### src/rtl/plane_draw_scheduler.sv
// Per-frame erase/move/draw sequencer that shares one VGA plot port among N_PLANES sprites.
// Optional build macro: PLANE_DRAW_SCHED_SLOT_COLOUR_EN gives each slot its own draw colour.
module plane_draw_scheduler #(
  parameter int                 N_PLANES     = 10,
  parameter int                 SPR_W        = 4,
  parameter int                 SPR_H        = 4,
  parameter int                 COLOR_W      = 3,
  parameter logic [COLOR_W-1:0] PLANE_COLOUR = COLOR_W'(3'b111)
) (
  input  logic                  clk,
  input  logic                  reset,
  input  logic                  frame_tick,
  input  logic [N_PLANES-1:0]   vis,
  input  logic [8*N_PLANES-1:0] x_flat,
  input  logic [8*N_PLANES-1:0] y_flat,
  output logic                  move_en,
  output logic                  plot,
  output logic [7:0]            plot_x,
  output logic [7:0]            plot_y,
  output logic [COLOR_W-1:0]    plot_colour,
  output logic                  busy,
  output logic                  frame_overrun
);

  localparam int SLOT_W = (N_PLANES > 1) ? $clog2(N_PLANES) : 1;
  localparam int PX_W   = (SPR_W > 1) ? $clog2(SPR_W) : 1;
  localparam int PY_W   = (SPR_H > 1) ? $clog2(SPR_H) : 1;

  typedef enum logic [1:0] {
    IDLE  = 2'd0,
    ERASE = 2'd1,
    MOVE  = 2'd2,
    DRAW  = 2'd3
  } state_t;

  state_t              state_r, state_s;
  logic [SLOT_W-1:0]   slot_r, slot_s;
  logic [PX_W-1:0]     px_r, px_s;
  logic [PY_W-1:0]     py_r, py_s;
  logic [N_PLANES-1:0] drawn_mask_r;
  logic [N_PLANES-1:0] snap_r;
  logic [N_PLANES-1:0] cur_mask_s;
  logic [N_PLANES-1:0] next_mask_s;
  logic                slot_done_s;
  logic                last_px_s, last_py_s, last_slot_s;

  logic                move_en_r, plot_r, busy_r, frame_overrun_r;
  logic [7:0]          plot_x_r, plot_y_r;
  logic [COLOR_W-1:0]  plot_colour_r;

  logic                plot_s;
  logic [7:0]          x_sel_s, y_sel_s;
  logic [7:0]          plot_x_s, plot_y_s;
  logic [COLOR_W-1:0]  plot_colour_s;

  assign move_en       = move_en_r;
  assign plot          = plot_r;
  assign plot_x        = plot_x_r;
  assign plot_y        = plot_y_r;
  assign plot_colour   = plot_colour_r;
  assign busy          = busy_r;
  assign frame_overrun = frame_overrun_r;

  // Next-state sequencing over slots and sprite raster
  always_comb begin
    state_s     = state_r;
    slot_s      = slot_r;
    px_s        = px_r;
    py_s        = py_r;
    cur_mask_s  = (state_r == DRAW) ? snap_r : drawn_mask_r;
    last_px_s   = (px_r == PX_W'(SPR_W - 1));
    last_py_s   = (py_r == PY_W'(SPR_H - 1));
    last_slot_s = (slot_r == SLOT_W'(N_PLANES - 1));
    slot_done_s = !cur_mask_s[slot_r] || (last_px_s && last_py_s);
    case (state_r)
      IDLE: begin
        if (frame_tick) begin
          state_s = ERASE;
          slot_s  = {SLOT_W{1'b0}};
          px_s    = {PX_W{1'b0}};
          py_s    = {PY_W{1'b0}};
        end else begin
          state_s = IDLE;
        end
      end
      ERASE, DRAW: begin
        if (slot_done_s) begin
          px_s = {PX_W{1'b0}};
          py_s = {PY_W{1'b0}};
          if (last_slot_s) begin
            state_s = (state_r == ERASE) ? MOVE : IDLE;
            slot_s  = {SLOT_W{1'b0}};
          end else begin
            slot_s = slot_r + SLOT_W'(1);
          end
        end else if (last_px_s) begin
          px_s = {PX_W{1'b0}};
          py_s = py_r + PY_W'(1);
        end else begin
          px_s = px_r + PX_W'(1);
        end
      end
      MOVE: begin
        state_s = DRAW;
        slot_s  = {SLOT_W{1'b0}};
        px_s    = {PX_W{1'b0}};
        py_s    = {PY_W{1'b0}};
      end
      default: begin
        state_s = IDLE;
      end
    endcase
  end

  // Output values for the cycle being entered; the draw mask is taken live from vis on the MOVE edge
  always_comb begin
    next_mask_s   = {N_PLANES{1'b0}};
    plot_x_s      = 8'd0;
    plot_y_s      = 8'd0;
    plot_colour_s = {COLOR_W{1'b0}};
    case (state_s)
      ERASE:   next_mask_s = drawn_mask_r;
      DRAW:    next_mask_s = (state_r == MOVE) ? vis : snap_r;
      default: next_mask_s = {N_PLANES{1'b0}};
    endcase
    plot_s  = ((state_s == ERASE) || (state_s == DRAW)) && next_mask_s[slot_s];
    x_sel_s = x_flat[{slot_s, 3'b000} +: 8];
    y_sel_s = y_flat[{slot_s, 3'b000} +: 8];
    if (plot_s) begin
      plot_x_s = x_sel_s + 8'(px_s);
      plot_y_s = y_sel_s + 8'(py_s);
      if (state_s == DRAW) begin
`ifdef PLANE_DRAW_SCHED_SLOT_COLOUR_EN
        plot_colour_s = COLOR_W'((32'(slot_s) % 32'd7) + 32'd1);
`else
        plot_colour_s = PLANE_COLOUR;
`endif
      end else begin
        plot_colour_s = {COLOR_W{1'b0}};
      end
    end else begin
      plot_x_s = 8'd0;
    end
  end

  // State, counters, masks and registered outputs
  always_ff @(posedge clk) begin
    if (reset) begin
      state_r         <= IDLE;
      slot_r          <= {SLOT_W{1'b0}};
      px_r            <= {PX_W{1'b0}};
      py_r            <= {PY_W{1'b0}};
      drawn_mask_r    <= {N_PLANES{1'b0}};
      snap_r          <= {N_PLANES{1'b0}};
      move_en_r       <= 1'b0;
      plot_r          <= 1'b0;
      busy_r          <= 1'b0;
      frame_overrun_r <= 1'b0;
      plot_x_r        <= 8'd0;
      plot_y_r        <= 8'd0;
      plot_colour_r   <= {COLOR_W{1'b0}};
    end else begin
      state_r         <= state_s;
      slot_r          <= slot_s;
      px_r            <= px_s;
      py_r            <= py_s;
      if (state_r == MOVE) begin
        snap_r       <= vis;
        drawn_mask_r <= vis;
      end else begin
        snap_r       <= snap_r;
        drawn_mask_r <= drawn_mask_r;
      end
      move_en_r       <= (state_s == MOVE);
      plot_r          <= plot_s;
      busy_r          <= (state_s != IDLE);
      frame_overrun_r <= frame_tick && (state_r != IDLE);
      plot_x_r        <= plot_x_s;
      plot_y_r        <= plot_y_s;
      plot_colour_r   <= plot_colour_s;
    end
  end

endmodule

### config.mk
export PLATFORM = sky130hd
export DESIGN_NAME = plane_draw_scheduler
export DESIGN_NICKNAME = d
export VERILOG_FILES = /design/src/rtl/plane_draw_scheduler.sv
export SDC_FILE = /design/constraint.sdc
export NUM_CORES = 1
export LEC_CHECK = 0
export ABC_AREA = 1
export BUFFER_PORTS_ARGS = -buffer_cell sky130_fd_sc_hd__buf_2
export CAP_MARGIN = 20
export CORE_MARGIN = 4
export CORE_UTILIZATION = 35
export CTS_CLUSTER_DIAMETER = 120
export DETAILED_ROUTE_END_ITERATION = 8
export SETUP_SLACK_MARGIN = 0.05
export SKIP_CTS_REPAIR_TIMING = 1
export SKIP_LAST_GASP = 1
export SLEW_MARGIN = 30
export SYNTH_ARGS = -nofsm -noshare
export SYNTH_HDL_FRONTEND = slang
export SYNTH_SLANG_ARGS = --single-unit
### constraint.sdc
create_clock -name clk -period 6.2 [get_ports clk]
set_input_delay 1.24 -clock clk [delete_from_list [all_inputs] [get_ports clk]]
set_output_delay 1.24 -clock clk [all_outputs]
set_load 0.005 [all_outputs]
Word level (Yosys, flattened, before mapping)
Index checks and enable logic that the tools add are counted.
{ "totals": {"mem_bits_ro": 0, "mem_bits_rw": 0, "latch_bits": 0, "regBits": 53, "memories": 0} }
{ "op_classes": {"eq_ne": 9, "reduce_logical": 11, "multipliers": 0, "n_addsub": 5, "bitwise_logic": 1, "order_cmp": 2, "div": 0, "mux": 25, "n_shift": 2} }
{ "ops": {"columns": ["op", "count"], "rows": [
  ["80-bit by 8-bit indexed part select with 8-bit output", 2],
  ["10-bit 2-to-1 mux", 2],
  ["10-bit one-hot mux with 2 select lines", 1],
  ["2-bit 2-to-1 mux", 9],
  ["2-bit one-hot mux with 3 select lines", 3],
  ["8-bit by 2-bit adder with 8-bit output", 2],
  ["2-bit equality test (second input constant)", 6],
  ["4-bit 2-to-1 mux", 3],
  ["4-bit one-hot mux with 3 select lines", 1],
  ["4-bit by 5-bit < comparator with 1-bit output (second input constant)", 2],
  ["1-bit binary-select mux with 4-bit select", 2],
  ["2-bit by 1-bit adder with 2-bit output (second input constant)", 2],
  ["4-bit by 1-bit adder with 4-bit output (second input constant)", 1],
  ["2-bit by 1-bit equality test with 1-bit output (second input constant)", 2],
  ["4-bit equality test (second input constant)", 1],
  ["2-bit nonzero test", 2],
  ["2-bit OR reduction", 2],
  ["1-bit logical AND", 3],
  ["1-bit 2-to-1 mux", 3],
  ["3-bit 2-to-1 mux", 1],
  ["2-bit zero test", 1],
  ["1-bit logical OR", 2],
  ["1-bit zero test", 1],
  ["1-bit NOT", 1]
]} }

Longest topological paths before layout
{ "depth": {"ltp_word": 15, "ltp_mapped": 31, "depth_no_buf": 28} }

Least setup slack after synthesis
OpenSTA, ideal clock, no wires.
{ "synth_timing": {"path_type": "input -> register", "startpoint": "input frame_tick", "endpoint": "register plot_y_r[6] (netlist: plot_y[6])", "required_time_ns": 6.084, "arrival_ns": 3.587, "setup_time_ns": 0.116, "setup_slack_ns": 2.497, "cell_stages": 21, "cell_sequence": "inv_1 -> nand2_1 -> inv_1 -> nand2_2 -> nand2_8 -> inv_6 -> buf_6 -> buf_6 -> buf_2 -> nand2_1 -> nand3_1 -> nand3_1 -> nand3_1 -> o21ai_0 -> inv_1 -> ha_1 -> fa_1 -> nand3_1 -> nor2_1 -> nor2_1 -> a21oi_2"} }
{ "synth_between": {"elab_chain_len": 9, "word_cells_on_any_way": 17, "cone_classes": "add/sub: 1; eq/ne: 2; shift: 1; mux: 9; bitwise: 1; reduce/logical: 3"} }
{ "synth_rtl": {"columns": ["element", "line", "text"], "rows": [
  ["from (decl)", "12", "input logic frame_tick,"],
  ["parallel branches: the longest is 9 deep, another holds 8-bit by 2-bit adder with 8-bit output", null, null],
  ["to (signal assigned)", "179", "plot_y_r <= plot_y_s;"],
  ["to (decl)", "48", "logic [7:0] plot_x_r, plot_y_r;"]
]} }
Several ways; the timed one is not identified. The select of a mux whose other input is x is not followed.
A chain may end at the register's enable or synchronous reset.

Final worst setup path
{ "layout_timing": {"startpoint": "register state_r[0]", "endpoint": "register plot_y_r[6] (netlist: plot_y[6])"} }
{ "layout_between": {"elab_chain_len": 15, "word_cells_on_any_way": 30, "cone_classes": "add/sub: 1; eq/ne: 5; shift: 1; mux: 15; bitwise: 1; reduce/logical: 7"} }
{ "layout_rtl": {"columns": ["element", "line", "text"], "rows": [
  ["from (decl)", "36", "state_t state_r, state_s;"],
  ["from (signal assigned)", "163", "state_r <= state_s;"],
  ["parallel branches: the longest is 15 deep, another holds 8-bit by 2-bit adder with 8-bit output", null, null]
]} }
Several ways; the timed one is not identified. The select of a mux whose other input is x is not followed.

==> key figures <==
Outcome
  • Status: completed

Clock tree
  • CTS Sinks: 51
  • CTS tree: yes
  • Worst-path clk slew: 70 ps
  • Clock Latency Late Sink: 290 ps
  • CTS Root Cell: clkbuf_16
  • Total CTS buffers: 5
  • Depth of the CTS H-tree: 2
  • Max Buffers Root-to-Sink: 2

Yosys
  • Post-synthesis sequential area ratio: 22.4%
  • Post-Syn Area: 0.00456 sq mm
  • Top cells by area, synth: dfxtp_1 22%, nand2_1 18%, nand3_1 17%
  • EDFF count, synth: 0
  • Prevailing post-synth register cell: dfxtp_1
  • Commonest cells in the netlist: 223 x nand2_1, 151 x nand3_1, 83 x inv_1
  • Yosys cell types: 41
  • Synth area leader: dfxtp_1
  • Mapped Cells: 761
  • Async SR Flop Fraction: 0%
  • Synthesized Nets: 944
  • FF+latch count, synth: 51
  • Top-area cell type share of the netlist area: 22.4%
  • Avg Cell Area, Syn: 5.99 sq um
  • Most frequent cell after synthesis: nand2_1
  • Ys Warns: 0

Global routing
  • Largest net degree at the start of global routing: 89
  • First-pass GRT wire length: 24.7 mm
  • Initial antenna violation count: 0
  • GRT Total Usage: 20.5%
  • Vias in the first global route: 5010
  • Overflow after GRT: 0

Setup path
  • CP startpoint kind: flip-flop
  • Slowest stage delay, CP: 730 ps
  • Reg-to-Reg Start: state_r[0]
  • Critical Path Start: state_r[0]
  • Critical Path AT: 4780 ps
  • R2R cell count: 27
  • Crit-path most repeated cell: nand2_1
  • Slowest CP cell: dfxtp_1
  • Largest fanout on the critical path: 88
  • Crit path capture type: flip-flop
  • CP required: 6380 ps
  • Crit Path Class: flip-flop to flip-flop

Route
  • M1 WL: 7.21 mm
  • WL final: 15.6 mm
  • Drt pass-1 iters: 5
  • 1st-iter DRT viols: 342
  • Routed len/inst: 14.2 microns
  • Top Layer Used: met4
  • Routed wl met2: 7.13 mm
  • DR WL met3: 1.06 mm
  • Post-DRT Antenna Nets: 0
  • Detailed-route vias per instance: 4.90
  • DRC Markers: 0
  • Vias: 5372

Pwr
  • Pwr Density: 170 mW/mm^2
  • Sw power: 307 uW
  • Clock share of power: 34.0%
  • Combinational share of power: 30.5%
  • Internal power: 652 uW
  • Switching Share: 32.0%
  • VDD IR-drop max: 0.0000916 V
  • Sequential Power Share: 35.6%
  • Leakage power: 2.90 nW

Cells and area
  • Layout fillers: 1434
  • Fin area: 0.00565 sq mm
  • Share of cells above drive strength 1: 27.4%
  • Area grow syn2layout: 24.0%
  • Ant. Diodes: 0
  • Multi-input logic area: 0.00291 sq mm
  • FF/Latch Area: 0.00102 sq mm
  • Final Net Count: 1106

Placement
  • Dpl ws: 1510 ps
  • HPWL after DPL: 12.3 mm
  • Placement Cell Area: 0.00547 sq mm
  • GPL Wtd Cong: 0.855
  • Port Buffers: 195

STA
  • Min Hold Slack: 480 ps
  • Clock skew: 8.58 ps
  • Setup Viol. Count Final: 0
  • Max-slew headroom at the worst pin: 50.6%
  • Post-layout min period: 4600 ps
  • Final period utilization: 74.2%
  • RSZ-0062 raised after global routing: no
  • TNS Setup: 0 ps
  • Fin. max-slew vios: 0
  • Final WS setup: 1600 ps
  • Final Hold Viols: 0
  • Fmax: 217 MHz
  • Worst Tran Pin Value: 738 ps

Die
  • Die extent in y: 122 microns
  • CORE AREA: 0.0127 sq mm
  • Initial Utilization: 36.0%
  • Die area: 0.0149 sq mm
  • # rows: 41
  • # IOs: 196
  • Chip Width: 122 microns

Hold path
  • Hold Crit Depth: 2
  • Hold Path Class: flip-flop to flip-flop
  • Hold path start: drawn_mask_r[6]

Run
  • Maximum Capacitance Violations: 0
-- state kept, by name, indices dropped and copies added (netlist names) --
| name | flops |
|---|---|
| frame_overrun | 1 |
| slot_r | 4 |
| px_r | 2 |
| state_r | 2 |
| py_r | 2 |
| drawn_mask_r | 10 |
| plot_x | 8 |
| plot_colour | 1 |
| snap_r | 10 |
| plot | 1 |
| busy | 1 |
| move_en | 1 |
| plot_y | 8 |
-- logic make-up after synthesis --
group / after synthesis / synth area share (%)
simple gates: 497 / 50.4
buf+inv: 130 / 13.7
compound gates: 72 / 10.2
fa+ha+maj: 10 / 3.08
mux: 1 / 0.220
flops: 51 / 22.4
-- power groups by stage --
stage | Clock [mW] | Combinational, mW | Sequential, mW
global route | 0.348 | 0.331 | 0.342
detailed placement | 0 | 0.293 | 0.349
CTS | 0.334 | 0.294 | 0.341
finish | 0.326 | 0.292 | 0.341
floorplan | 0 | 0.203 | 0.346
global placement | 0 | 0.294 | 0.349
-- metrics by stage --
stage | power [mW] | util, % | std cells
floorplan | 0.549 | - | 761
global placement | 0.642 | 43.2 | 1088
detailed placement | 0.641 | 43.2 | 1088
CTS | 0.968 | 44.6 | 1096
global route | 1.02 | 44.6 | 1096
finish | 0.959 | 44.6 | 1096
-- layout make-up --
type                       instances  area share [%]
clock buffer                       6            2.46
multi-input combinational        580            51.5
clock inverter                     2           0.687
inverter                          89            6.05
timing repair buffer             196            17.4
sequential                        51            18.1
tap                              172            3.81
-- cells in the final DEF, fill, tap and decap left out, types with 5 or more instances in the layout --
cell type	synthesis	routed
dfxtp_1	51	51
clkbuf_16	0	5
nand3b_1	9	9
nor3_1	8	8
o21ai_0	18	18
ha_1	8	8
buf_2	14	195
o211ai_1	11	11
o21ai_1	6	6
or2_1	5	5
nand3_1	151	151
or2_2	5	5
nand2_2	11	11
a21oi_1	23	23
inv_1	83	83
nor2_1	61	61
nand2_1	223	223
-- final timing paths --
check	endpoint	slack, ps
max reg2reg	plot_y[6]	1600
min reg2reg	drawn_mask_r[6]	480
max	plot_y[6]	1600
min	drawn_mask_r[6]	480
-- critical path: cells and delay by family, from the launching register on --
kind	cells	cell delay, ps
flip-flops	1	730
AND/OR/NAND/NOR	20	2580
adder cells (fa/ha/maj)	2	620
buffers and inverters	3	390
AO/OA/AOI/OAI	2	130
-- per-layer routing --
metal | global-route usage [%] | vias to the layer above
li1 | - | 2766
met1 | 28.8 | 2382
met2 | 32.9 | 208
met3 | 3.44 | 16
met4 | 4.97 | 0
met5 | 0 | -
Power figures use the tool's default switching activity.
